File: config.mk
export PLATFORM = sky130hd
export DESIGN_NAME = ahb_slave_if_flat
export DESIGN_NICKNAME = d
export VERILOG_FILES = /design/src/rtl/ahb_slave_if_if.sv /design/src/rtl/ahb_slave_if.sv /design/src/flat_wrapper.sv
export SDC_FILE = /design/constraint.sdc
export NUM_CORES = 1
export LEC_CHECK = 0
export ABC_AREA = 1
export ABC_CLOCK_PERIOD_IN_PS = 4200
export CORE_ASPECT_RATIO = 2
export CORE_UTILIZATION = 40
export DETAILED_ROUTE_END_ITERATION = 8
export PLACE_DENSITY = 0.8
export SLEW_MARGIN = 15
export SYNTH_ARGS = -nofsm -noshare
export SYNTH_HDL_FRONTEND = slang
export SYNTH_SLANG_ARGS = --single-unit
File: constraint.sdc
create_clock -name Hclk -period 4.2 [get_ports Hclk]
set_input_delay 0.84 -clock Hclk [delete_from_list [all_inputs] [get_ports Hclk]]
set_output_delay 0.84 -clock Hclk [all_outputs]
set_load 0.02 [all_outputs]
File: src/rtl/ahb_slave_if_if.sv
// Bus bundle between the AHB-Lite master, the bridge slave front end and the APB back end.
// The slave modport is the bridge's view; the master modport drives AHB inputs and the back-end replies.
interface ahb_slave_if_if;
    logic        Hwrite;
    logic        Hreadyin;
    logic [1:0]  Htrans;
    logic [31:0] Haddr;
    logic [31:0] Hwdata;
    logic        Hreadyout;
    logic [1:0]  Hresp;
    logic [31:0] Hrdata;
    logic        req_valid;
    logic        req_write;
    logic [31:0] req_addr;
    logic [31:0] req_wdata;
    logic [2:0]  req_sel;
    logic        req_done;
    logic [31:0] req_rdata;

    modport slave (
        input  Hwrite, Hreadyin, Htrans, Haddr, Hwdata, req_done, req_rdata,
        output Hreadyout, Hresp, Hrdata, req_valid, req_write, req_addr, req_wdata, req_sel
    );

    modport master (
        output Hwrite, Hreadyin, Htrans, Haddr, Hwdata, req_done, req_rdata,
        input  Hreadyout, Hresp, Hrdata, req_valid, req_write, req_addr, req_wdata, req_sel
    );
endinterface

File: src/rtl/ahb_slave_if.sv
// AHB-Lite slave front end of the AHB-to-APB bridge: decode, capture, one back-end request per transfer.
// Define AHB_ERR_RESP_EN to answer unmapped transfers with the two-cycle ERROR response.
module ahb_slave_if #(
    parameter logic [31:0] BASE_ADDR = 32'h8000_0000,
    parameter logic [31:0] SLOT_SIZE = 32'h0400_0000
) (
    input  logic            Hclk,
    input  logic            Hreset,
    ahb_slave_if_if.slave   bus
);
    localparam int unsigned AW   = 32;
    localparam int unsigned DW   = 32;
    localparam int unsigned NSEL = 3;
    localparam logic [1:0]  RESP_OKAY = 2'b00;
`ifdef AHB_ERR_RESP_EN
    localparam logic [1:0]  RESP_ERR  = 2'b01;
`endif

    typedef enum logic [2:0] {
        S_IDLE,
        S_DATA,
        S_WAIT
`ifdef AHB_ERR_RESP_EN
        , S_ERR1,
        S_ERR2
`endif
    } state_t;

    state_t            state_q, state_d;
    logic              hreadyout_q, hreadyout_d;
    logic [1:0]        hresp_q, hresp_d;
    logic [DW-1:0]     hrdata_q, hrdata_d;
    logic              req_valid_q, req_valid_d;
    logic              req_write_q, req_write_d;
    logic [AW-1:0]     req_addr_q, req_addr_d;
    logic [DW-1:0]     req_wdata_q, req_wdata_d;
    logic [NSEL-1:0]   req_sel_q, req_sel_d;

    logic [AW-1:0]     offset_c;
    logic [NSEL-1:0]   sel_c;
    logic              xfer_c;

    // Slot decode; addresses below the base would wrap the offset, so they are excluded first
    assign offset_c = bus.Haddr - BASE_ADDR;
    always_comb begin
        sel_c = '0;
        if (bus.Haddr >= BASE_ADDR) begin
            if (offset_c < SLOT_SIZE)
                sel_c = NSEL'(3'b001);
            else if (offset_c < SLOT_SIZE + SLOT_SIZE)
                sel_c = NSEL'(3'b010);
            else if (offset_c < SLOT_SIZE + SLOT_SIZE + SLOT_SIZE)
                sel_c = NSEL'(3'b100);
        end
    end

    assign xfer_c = bus.Hreadyin && (bus.Htrans inside {2'b10, 2'b11}) && hreadyout_q;

    always_ff @(posedge Hclk or posedge Hreset) begin
        if (Hreset) begin
            state_q     <= S_IDLE;
            hreadyout_q <= 1'b1;
            hresp_q     <= RESP_OKAY;
            hrdata_q    <= '0;
            req_valid_q <= 1'b0;
            req_write_q <= 1'b0;
            req_addr_q  <= '0;
            req_wdata_q <= '0;
            req_sel_q   <= '0;
        end else begin
            state_q     <= state_d;
            hreadyout_q <= hreadyout_d;
            hresp_q     <= hresp_d;
            hrdata_q    <= hrdata_d;
            req_valid_q <= req_valid_d;
            req_write_q <= req_write_d;
            req_addr_q  <= req_addr_d;
            req_wdata_q <= req_wdata_d;
            req_sel_q   <= req_sel_d;
        end
    end

    always_comb begin
        state_d = state_q;
        case (state_q)
            S_IDLE: begin
                if (xfer_c && (sel_c != '0))
                    state_d = S_DATA;
`ifdef AHB_ERR_RESP_EN
                else if (xfer_c)
                    state_d = S_ERR1;
`endif
            end
            S_DATA: state_d = S_WAIT;
            S_WAIT: if (bus.req_done) state_d = S_IDLE;
`ifdef AHB_ERR_RESP_EN
            S_ERR1: state_d = S_ERR2;
            S_ERR2: state_d = S_IDLE;
`endif
            default: state_d = S_IDLE;
        endcase
    end

    // Next values of the registered outputs; everything holds unless a state says otherwise
    always_comb begin
        hreadyout_d = hreadyout_q;
        hresp_d     = hresp_q;
        hrdata_d    = hrdata_q;
        req_valid_d = req_valid_q;
        req_write_d = req_write_q;
        req_addr_d  = req_addr_q;
        req_wdata_d = req_wdata_q;
        req_sel_d   = req_sel_q;
        case (state_q)
            S_IDLE: begin
                if (xfer_c && (sel_c != '0)) begin
                    req_addr_d  = bus.Haddr;
                    req_write_d = bus.Hwrite;
                    req_sel_d   = sel_c;
                    hreadyout_d = 1'b0;
                end
`ifdef AHB_ERR_RESP_EN
                else if (xfer_c) begin
                    hreadyout_d = 1'b0;
                    hresp_d     = RESP_ERR;
                end
`endif
            end
            S_DATA: begin
                req_wdata_d = bus.Hwdata;
                req_valid_d = 1'b1;
            end
            S_WAIT: begin
                if (bus.req_done) begin
                    req_valid_d = 1'b0;
                    hreadyout_d = 1'b1;
                    if (!req_write_q)
                        hrdata_d = bus.req_rdata;
                end
            end
`ifdef AHB_ERR_RESP_EN
            S_ERR1: hreadyout_d = 1'b1;
            S_ERR2: hresp_d     = RESP_OKAY;
`endif
            default: begin
                hreadyout_d = 1'b1;
                hresp_d     = RESP_OKAY;
            end
        endcase
    end

    assign bus.Hreadyout = hreadyout_q;
    assign bus.Hresp     = hresp_q;
    assign bus.Hrdata    = hrdata_q;
    assign bus.req_valid = req_valid_q;
    assign bus.req_write = req_write_q;
    assign bus.req_addr  = req_addr_q;
    assign bus.req_wdata = req_wdata_q;
    assign bus.req_sel   = req_sel_q;
endmodule

File: src/flat_wrapper.sv
// flat-port wrapper written by rule: the top's interface ports become plain ports
module ahb_slave_if_flat 
#(
    parameter logic [31:0] BASE_ADDR = 32'h8000_0000,
    parameter logic [31:0] SLOT_SIZE = 32'h0400_0000
)
  (Hclk, Hreset, bus_Hwrite, bus_Hreadyin, bus_Htrans, bus_Haddr, bus_Hwdata, bus_req_done, bus_req_rdata, bus_Hreadyout, bus_Hresp, bus_Hrdata, bus_req_valid, bus_req_write, bus_req_addr, bus_req_wdata, bus_req_sel);
  ahb_slave_if_if bus_i ();
  input  logic Hclk;
  input  logic Hreset;
  input wire logic [$bits(bus_i.Hwrite)-1:0] bus_Hwrite;
  input wire logic [$bits(bus_i.Hreadyin)-1:0] bus_Hreadyin;
  input wire logic [$bits(bus_i.Htrans)-1:0] bus_Htrans;
  input wire logic [$bits(bus_i.Haddr)-1:0] bus_Haddr;
  input wire logic [$bits(bus_i.Hwdata)-1:0] bus_Hwdata;
  input wire logic [$bits(bus_i.req_done)-1:0] bus_req_done;
  input wire logic [$bits(bus_i.req_rdata)-1:0] bus_req_rdata;
  output wire logic [$bits(bus_i.Hreadyout)-1:0] bus_Hreadyout;
  output wire logic [$bits(bus_i.Hresp)-1:0] bus_Hresp;
  output wire logic [$bits(bus_i.Hrdata)-1:0] bus_Hrdata;
  output wire logic [$bits(bus_i.req_valid)-1:0] bus_req_valid;
  output wire logic [$bits(bus_i.req_write)-1:0] bus_req_write;
  output wire logic [$bits(bus_i.req_addr)-1:0] bus_req_addr;
  output wire logic [$bits(bus_i.req_wdata)-1:0] bus_req_wdata;
  output wire logic [$bits(bus_i.req_sel)-1:0] bus_req_sel;
  assign bus_i.Hwrite = bus_Hwrite;
  assign bus_i.Hreadyin = bus_Hreadyin;
  assign bus_i.Htrans = bus_Htrans;
  assign bus_i.Haddr = bus_Haddr;
  assign bus_i.Hwdata = bus_Hwdata;
  assign bus_i.req_done = bus_req_done;
  assign bus_i.req_rdata = bus_req_rdata;
  assign bus_Hreadyout = bus_i.Hreadyout;
  assign bus_Hresp = bus_i.Hresp;
  assign bus_Hrdata = bus_i.Hrdata;
  assign bus_req_valid = bus_i.req_valid;
  assign bus_req_write = bus_i.req_write;
  assign bus_req_addr = bus_i.req_addr;
  assign bus_req_wdata = bus_i.req_wdata;
  assign bus_req_sel = bus_i.req_sel;
  ahb_slave_if #(.BASE_ADDR(BASE_ADDR), .SLOT_SIZE(SLOT_SIZE)) u_core (.Hclk(Hclk), .Hreset(Hreset), .bus(bus_i));
endmodule
# ---- Yosys cells after proc, flatten, opt, wreduce, memory -nomap -nowiden
# Index checks and enable logic that the tools add are counted.
dict set report op_classes {
  add_sub_neg 1
  magnitude_cmp 4
  n_eq_ne 6
  muxes 12
  bitwise_logic 2
  n_reduce_logical 12
}
# cell n
set ops {}
lappend ops {{< comparator 32 x 28 -> 1 bit (second input constant)} 2}
lappend ops {{greater-or-equal comparator 32 bit (second input constant)} 1}
lappend ops {{< comparator 32 x 27 -> 1 bit (second input constant)} 1}
lappend ops {{subtractor 32 bit (second input constant)} 1}
lappend ops {{two-way mux 3 bit} 6}
lappend ops {{case mux 3 bit (3 select lines)} 1}
lappend ops {{AND reduction 2 bit} 3}
lappend ops {{AND reduction 3 bit} 2}
lappend ops {{== test 2 bit (second input constant)} 2}
lappend ops {{nonzero test 2 bit} 2}
lappend ops {{== test 3 x 1 -> 1 bit (second input constant)} 1}
lappend ops {{== test 3 x 2 -> 1 bit (second input constant)} 1}
lappend ops {{logical AND 1 bit} 3}
lappend ops {{logical NOT 3 bit} 1}
lappend ops {{two-way mux 1 bit} 3}
lappend ops {{case mux 1 bit (3 select lines)} 1}
lappend ops {{nonzero test 3 bit} 1}
lappend ops {{!= test 2 x 1 -> 1 bit (second input constant)} 1}
lappend ops {{!= test 2 bit (second input constant)} 1}
lappend ops {{NOT 1 bit} 2}
lappend ops {{case mux 1 bit (2 select lines)} 1}
dict set report totals {
  regBits 105
  in_bits 103
  out_inout_bits 104
  elab_cells 45
}

# ---- Longest topological paths before layout
# Gate-level depths: netlist of run 1.
dict set report depth {
  word_depth 10
  ltp_mapped 9
  depth_no_buf 8
}

# ---- Least setup slack after synthesis of run 1
# OpenSTA, ideal clock, no wires.
dict set report synth_path {
  path_type {input to register}
  startpoint {input port bus_Haddr[30]}
  endpoint {register u_core.req_sel_q[1], in the netlist u_core.bus.req_sel[1]}
  setup_time_ps 118
  t_arrival_ps 1592
  t_required_ps 4082
  setup_slack_ps 2490
  cell_stages 9
  n_path_buf 1
  path_cell_list {inv_1 nand2_1 nor2_2 nand3_1 inv_2 nand2_4 buf_2 nand2_1 nand2_1}
}
dict set report synth_via {
  elab_chain_cells 9
  elab_cells_between_ends 12
  classes_between {1 x add/sub; 4 x order compare; 4 x mux; 3 x reduce/logical}
}
# item line_no
set synth_lines {}
lappend synth_lines {{start, declared} flat_wrapper.sv:14} ;# input wire logic [$bits(bus_i.Haddr)-1:0] bus_Haddr;
lappend synth_lines {{subtractor 32 bit} ahb_slave_if.sv:44} ;# assign offset_c = bus.Haddr - BASE_ADDR;
lappend synth_lines {{< comparator 32 x 28 -> 1 bit} ahb_slave_if.sv:52} ;# else if (offset_c < SLOT_SIZE + SLOT_SIZE + SLOT_SIZE)
lappend synth_lines {{two-way mux 3 bit} ahb_slave_if.sv:52}
lappend synth_lines {{two-way mux 3 bit} ahb_slave_if.sv:50} ;# else if (offset_c < SLOT_SIZE + SLOT_SIZE)
lappend synth_lines {{two-way mux 3 bit} ahb_slave_if.sv:48} ;# if (offset_c < SLOT_SIZE)
lappend synth_lines {{two-way mux 3 bit (*)} ahb_slave_if.sv:47} ;# if (bus.Haddr >= BASE_ADDR) begin
lappend synth_lines {{nonzero test 3 bit} ahb_slave_if.sv:116} ;# if (xfer_c && (sel_c != '0)) begin
lappend synth_lines {{logical AND 1 bit} ahb_slave_if.sv:116}
lappend synth_lines {{AND reduction 2 bit (no source line)} n/a}
lappend synth_lines {{end signal, assigned} ahb_slave_if.sv:79} ;# req_sel_q <= req_sel_d;
lappend synth_lines {{end, declared} ahb_slave_if.sv:37} ;# logic [NSEL-1:0] req_sel_q, req_sel_d;
# Every way passes the cells marked *; elsewhere a longest branch is shown, timed or not.
# A chain may end at the register's enable or synchronous reset.

# ---- Final worst setup path of run 1
dict set report layout_path {
  startpoint {input port bus_Haddr[31]}
  endpoint {register u_core.req_addr_q[26], in the netlist u_core.bus.req_addr[26]}
}
dict set report layout_via {
  elab_chain_cells 9
  elab_cells_between_ends 12
  classes_between {1 x add/sub; 4 x order compare; 4 x mux; 3 x reduce/logical}
}
# item line_no
set layout_lines {}
lappend layout_lines {{subtractor 32 bit} ahb_slave_if.sv:44}
lappend layout_lines {{< comparator 32 x 28 -> 1 bit} ahb_slave_if.sv:52}
lappend layout_lines {{two-way mux 3 bit} ahb_slave_if.sv:52}
lappend layout_lines {{two-way mux 3 bit} ahb_slave_if.sv:50}
lappend layout_lines {{two-way mux 3 bit} ahb_slave_if.sv:48}
lappend layout_lines {{two-way mux 3 bit (*)} ahb_slave_if.sv:47}
lappend layout_lines {{nonzero test 3 bit (*)} ahb_slave_if.sv:116}
lappend layout_lines {{logical AND 1 bit (*)} ahb_slave_if.sv:116}
lappend layout_lines {{AND reduction 2 bit (no source line) (*)} n/a}
lappend layout_lines {{end signal, assigned} ahb_slave_if.sv:77} ;# req_addr_q <= req_addr_d;
lappend layout_lines {{end, declared} ahb_slave_if.sv:35} ;# logic [AW-1:0] req_addr_q, req_addr_d;
# Marked as above.

==> impl_metrics.env, run 1 <==
export IMPL_grtUsageTotal_pct=20.2
export IMPL_io_pins=207
export IMPL_critPathLaunchType="primary input"
export IMPL_max_slew_margin_pct=28.9
export IMPL_syn_inst=326
export IMPL_cts_root_buffer="clkbuf_16"
export IMPL_peakVddDrop_mv=0.222
export IMPL_postSynthAreaPerCell_um2=12.8
export IMPL_crit_top_cell="nand2_1"
export IMPL_mostFrequentLayoutCell="clkdlybuf4s50_1"
export IMPL_area_growth_pct=56.5
export IMPL_dr_total_vias=3120
export IMPL_antenna_found_initial=0
export IMPL_rr_endpoint="u_core.bus.req_addr[26]$_DFFE_PP0P_"
export IMPL_grt_busiest_layer="met2"
export IMPL_rsz0062_at_grt="false"
export IMPL_fin_ws_ps=1770
export IMPL_cts_tree="yes"
export IMPL_worstMarginPinSlew_ps=1060
export IMPL_cts_path_max_buffers=2
export IMPL_slowest_stage="clkdlybuf4s50_1"
export IMPL_port_buffers=203
export IMPL_cp_end_kind="flop"
export IMPL_path_max_fanout=37
export IMPL_grt_start_max_net_pins=93
export IMPL_route_final_wire_length_mm=10.4
export IMPL_cts_htree_levels=3
export IMPL_cp_required_ps=4410
export IMPL_mostFrequentLayoutCells="clkdlybuf4s50_1 (203), dfrtp_1 (103), nand2_1 (80)"
export IMPL_crit_type="in2reg"
export IMPL_ys_seq_area_share_pct=62.4
export IMPL_die_w_um=74.2
export IMPL_async_reset_ff_share_pct=100
export IMPL_crit_chain="clkdlybuf4s50_1 -> nand2_1 -> nor2_2 -> nand3_1 -> inv_2 -> nand2_4 -> nand2_1 -> nand2_1"
export IMPL_hold_class="reg2reg"
export IMPL_finalCritPeriodShare_pct=57.9
export IMPL_start_util_pct=41.1
export IMPL_dieHeight_um=146
export IMPL_rows=52
export IMPL_cts_resized=0
export IMPL_antenna_cells=0
export IMPL_maxSlewViolCount=0
export IMPL_synth_area_um2=4170
export IMPL_final_setup_viol_count=0
export IMPL_met3_usage_pct=4.42
export IMPL_overflow=0
export IMPL_grt_pass1_wl_mm=16.4
export IMPL_r2r_cells=5
export IMPL_nets=629
export IMPL_p_leak_uw=0.00307
export IMPL_drt_pass1_iterations=4
export IMPL_grt_util_met2_pct=35.7
export IMPL_antenna_left=0
export IMPL_drive_gt1_share_pct=16.8
export IMPL_path_buf_inv=2
export IMPL_clk_pin_slew_ps=70
export IMPL_cp_arrival_ps=2650
export IMPL_r2r_start="u_core.state_q[0]$_DFFE_PP0P_"
export IMPL_power_uw=3050
export IMPL_die_area_um2=10900
export IMPL_timing_fmax_mhz=411
export IMPL_place_hpwl_mm=7.77
export IMPL_holdPathStages=2
export IMPL_hold_viol=0
export IMPL_postCtsSetupRepairBufs=0
export IMPL_cts_inserted_buffers=9
export IMPL_yosys_warnings=0
export IMPL_ys_flop_type="dfrtp_1"
export IMPL_cts_sink_count=104
export IMPL_coreArea_um2=10100
export IMPL_holdCritStartpoint="u_core.bus.req_addr[30]$_DFFE_PP0P_"
export IMPL_status="completed"
export IMPL_grt_pass1_vias=3342
export IMPL_use_met1_pct=21.5
export IMPL_place_worst_setup_slack_ps=1410
export IMPL_postCtsHoldBufs=0
export IMPL_remaining_drc_errors=0
export IMPL_crit_family="simple AND/OR/NAND/NOR gates"
export IMPL_cp_slowest_stage_delay_ps=460
export IMPL_synth_edf_count=0
export IMPL_p_per_area_nw_per_um2=466
export IMPL_clkLatencyLatePin_ps=330
export IMPL_via_per_inst=4.68
export IMPL_drv_cap=0
export IMPL_yosysUniqueCellTypes=21
export IMPL_final_setup_skew_ps=9.42
export IMPL_r2r_setup_slack_ps=2200
export IMPL_wl_per_cell_um=15.7
export IMPL_gp_congestion=0.792
export IMPL_final_min_clock_period_ps=2430
export IMPL_holdPathEnd="u_core.bus.req_addr[30]$_DFFE_PP0P_"
export IMPL_drt_iter0_markers=124
export IMPL_synth_ff_latch_count=104
export IMPL_tns_ps=0
==> through the flow <==
stage	instance area (µm²)	hold WS, ps	utilization (%)	instances
after global routing	6530	495	64.3	666
final	6530	469	64.3	666
after detailed placement	6260	451	61.7	650
after CTS	6530	469	64.3	666
after global placement	6260	449	61.7	650
after floorplan	4180	500	-	327
==> kinds of logic after synthesis <==
| logic type | count (synthesis) | share of synthesized area (%) |
|---|---|---|
| AND/OR/NAND/NOR | 123 | 12.7 |
| flip-flops | 104 | 62.4 |
| multiplexers | 64 | 20.0 |
| buffers and inverters | 33 | 4.68 |
| AO/OA/AOI/OAI | 1 | 0.120 |
| other | 1 | 0.0899 |
==> final cells by class <==
class,count,area [µm²]
Clock buffer,12,236
Clock inverter,4,31.3
Fill cell,818,3620
Inverter,16,65.1
Multi-Input combinational cell,190,1380
Sequential cell,104,2600
Tap cell,135,169
Timing Repair Buffer,205,2050
==> registers in the layout, summed over array words and instances (netlist names) <==
register              flops
u_core.bus.Hrdata        32
u_core.bus.Hreadyout      1
u_core.bus.req_addr      32
u_core.bus.req_sel        3
u_core.bus.req_valid      1
u_core.bus.req_wdata     32
u_core.bus.req_write      1
u_core.state_q            2
==> worst register-to-register path, stage by stage (launching register included) <==
cell	delay, ps
dfrtp_1	440
nor2_2	610
buf_4	330
nand2_4	260
nand2_1	180
nand2_1	60
==> where the power goes <==
group / internal, µW / switching [µW]
logic: 553 / 440
clock network: 404 / 352
registers: 1190 / 104
total: 2150 / 895
==> worst max path at each step <==
| stage | from | end | depth (start not counted) |
|---|---|---|---|
| final | bus_Haddr[31] | u_core.bus.req_addr[26]$_DFFE_PP0P_ | 8 |
| after floorplan | Hreset | u_core.bus.Hrdata[0]$_DFFE_PP0P_ | 1 |
| after global routing | bus_Haddr[30] | u_core.bus.req_addr[26]$_DFFE_PP0P_ | 9 |
| after detailed placement | bus_Haddr[31] | u_core.bus.req_addr[2]$_DFFE_PP0P_ | 8 |
| after CTS | bus_Haddr[31] | u_core.bus.req_addr[26]$_DFFE_PP0P_ | 8 |
| after global placement | bus_req_done | u_core.bus.Hrdata[29]$_DFFE_PP0P_ | 5 |
==> routing by layer <==
layer	up-vias	share of wire (%)
li1	1454	-
met1	1501	35
met2	138	56
met3	27	4.8
met4	0	4.2
met5	-	0
==> synthesized netlist by cell type, types with 2 or more instances <==
master / count / area [µm²]
buf_2: 9 / 45.0
buf_4: 2 / 15.0
buf_6: 3 / 33.8
clkbuf_8: 3 / 41.3
dfrtp_1: 103 / 2580
inv_1: 14 / 52.6
inv_2: 2 / 7.51
mux2_2: 34 / 383
mux2_4: 30 / 450
nand2_1: 80 / 300
nand2_2: 2 / 12.5
nand3_1: 32 / 160
nor2_1: 3 / 11.3
nor2_2: 2 / 12.5
(Power assumes the default switching activity.)
==> run 2, diff against run 1 <==
ABC_CLOCK_PERIOD_IN_PS = 2150   (was 4200)
CORE_UTILIZATION = 36   (was 40)
PLACE_DENSITY = 0.76   (was 0.8)
clock period = 2.15 ns   (was 4.2 ns; I/O delays follow)
==> run 2 against run 1 <==
Effect of this change: first-iteration DRC count is 6.5% higher; sequential power increased by 95%; register-to-register slack worse by 1600 ps; die area increased by 11%; utilization fell by 5.7 points; critical path depth is 7 lower; worst hold slack worse by 81 ps; combinational power increased by 95%; cell area increased by 1.4%; non-clock buffer count rose by 6; clock power grew 94%; critical endpoint is now bus_Hreadyout; largest power group unchanged.
==> impl_metrics.env, run 2 (synthesis gave the netlist of run 1 again) <==
export IMPL_postCtsSetupRepairBufs=0
export IMPL_antenna_cells=0
export IMPL_rsz0062_at_grt="false"
export IMPL_cts_inserted_buffers=9
export IMPL_hold_class="in2async"
export IMPL_peakVddDrop_mv=0.428
export IMPL_grt_pass1_wl_mm=16.6
export IMPL_fin_ws_ps=214
export IMPL_maxSlewViolCount=0
export IMPL_crit_family="buffers and inverters"
export IMPL_cts_tree="yes"
export IMPL_place_hpwl_mm=7.90
export IMPL_drt_pass1_iterations=4
export IMPL_grt_start_max_net_pins=59
export IMPL_place_worst_setup_slack_ps=244
export IMPL_cts_htree_levels=3
export IMPL_crit_type="reg2out"
export IMPL_hold_ws_ps=388
export IMPL_die_w_um=78.1
export IMPL_drt_iter0_markers=132
export IMPL_gp_congestion=0.735
export IMPL_clk_pin_slew_ps=70
export IMPL_dieHeight_um=154
export IMPL_mostFrequentLayoutCells="clkdlybuf4s50_1 (203), dfrtp_1 (103), nand2_1 (80)"
export IMPL_cts_resized=0
export IMPL_drv_cap=0
export IMPL_status="completed"
export IMPL_start_util_pct=37.0
export IMPL_io_pins=207
export IMPL_final_setup_skew_ps=7.71
export IMPL_overflow=0
export IMPL_hold_viol=0
export IMPL_remaining_drc_errors=0
export IMPL_p_leak_uw=0.00311
export IMPL_p_per_area_nw_per_um2=898
export IMPL_cp_required_ps=1720
export IMPL_antenna_found_initial=0
export IMPL_wl_per_cell_um=15.4
export IMPL_utilization_pct=58.7
export IMPL_critPathLaunchType="flop"
export IMPL_cp_end_kind="output pin"
export IMPL_path_max_fanout=3
export IMPL_final_min_clock_period_ps=1940
export IMPL_route_final_wire_length_mm=10.5
export IMPL_mostFrequentLayoutCell="clkdlybuf4s50_1"
export IMPL_die_area_um2=12100
export IMPL_clkLatencyLatePin_ps=330
export IMPL_rows=55
export IMPL_fillCellCount=956
export IMPL_port_buffers=203
export IMPL_grt_pass1_vias=3399
export IMPL_path_buf_inv=1
export IMPL_slowest_stage="clkdlybuf4s50_1"
export IMPL_drive_gt1_share_pct=17.7
export IMPL_area_growth_pct=58.7
export IMPL_grtUsageTotal_pct=17.9
export IMPL_nets=635
export IMPL_via_per_inst=4.59
export IMPL_timing_fmax_mhz=517
export IMPL_antenna_left=0
export IMPL_tns_ps=0
export IMPL_power_uw=5940
export IMPL_cts_path_max_buffers=2
export IMPL_cp_slowest_stage_delay_ps=620
export IMPL_cts_sink_count=104
export IMPL_finalCritPeriodShare_pct=90.0
export IMPL_dr_total_vias=3118
export IMPL_coreArea_um2=11300
export IMPL_cts_root_buffer="clkbuf_16"
export IMPL_cp_arrival_ps=1510
export IMPL_final_setup_viol_count=0
export IMPL_crit_chain="clkdlybuf4s50_1"
export IMPL_postCtsHoldBufs=0
-- run 2: cell count changes in the layout (fill, tap and decap cells not counted), sizes merged --
| cell | before | now |
|---|---|---|
| inv | 16 | 15 |
| clkinvlp | 3 | 4 |
| buf | 2 | 8 |
-- run 2: report_power, final --
part	switching, µW	internal (µW)	total (µW)
logic	852	1090	1940
clock network	677	789	1470
registers	209	2330	2540
-- run 2: per-layer routing --
layer | vias up | routed length (µm) | global-route usage (%) | share of wire (%)
li1 | 1470 | - | - | -
met1 | 1487 | 3770 | 19.1 | 36
met2 | 138 | 5780 | 33.0 | 55
met3 | 23 | 618 | 3.83 | 5.9
met4 | 0 | 299 | 7.41 | 2.9
met5 | - | 0 | 0 | 0
-- run 2: path summary, 6_finish.rpt --
path                       slack (ps)                                start  cells past startpoint                                   end
setup reg to reg                  630     u_core.bus.Hreadyout$_DFFE_PP1P_                      7   u_core.bus.req_addr[25]$_DFFE_PP0P_
min in group Hclk                 470  u_core.bus.req_addr[31]$_DFFE_PP0P_                      2   u_core.bus.req_addr[31]$_DFFE_PP0P_
setup / recovery                  210     u_core.bus.Hreadyout$_DFFE_PP1P_                      1                         bus_Hreadyout
hold reg to reg                   470  u_core.bus.req_addr[31]$_DFFE_PP0P_                      2   u_core.bus.req_addr[31]$_DFFE_PP0P_
max in group asynchronous        1140                               Hreset                      3      u_core.bus.Hreadyout$_DFFE_PP1P_
hold / removal                    390                               Hreset                      2  u_core.bus.req_wdata[23]$_DFFE_PP0P_
-- run 2: area by class of cell --
class                           instances  area [µm²]  area share [%]
Inverter                               16        63.8           0.964
Timing Repair Buffer                  211        2130            32.2
Clock buffer                           12         236            3.57
Sequential cell                       104        2600            39.3
Tap cell                              142         178            2.68
Multi-Input combinational cell        190        1380            20.8
Clock inverter                          4        31.3           0.473
-- run 2: metrics by stage --
| step | instance area, µm² | instances |
|---|---|---|
| global route | 6620 | 679 |
| global placement | 6350 | 663 |
| floorplan | 4180 | 327 |
| detailed placement | 6350 | 663 |
| CTS | 6620 | 679 |
| finish | 6620 | 679 |
==> run 3, diff against run 2 <==
SLEW_MARGIN = default   (was 15)
==> results of run 3 <==
Final layout, timing and power as in run 2 (identical DEF).
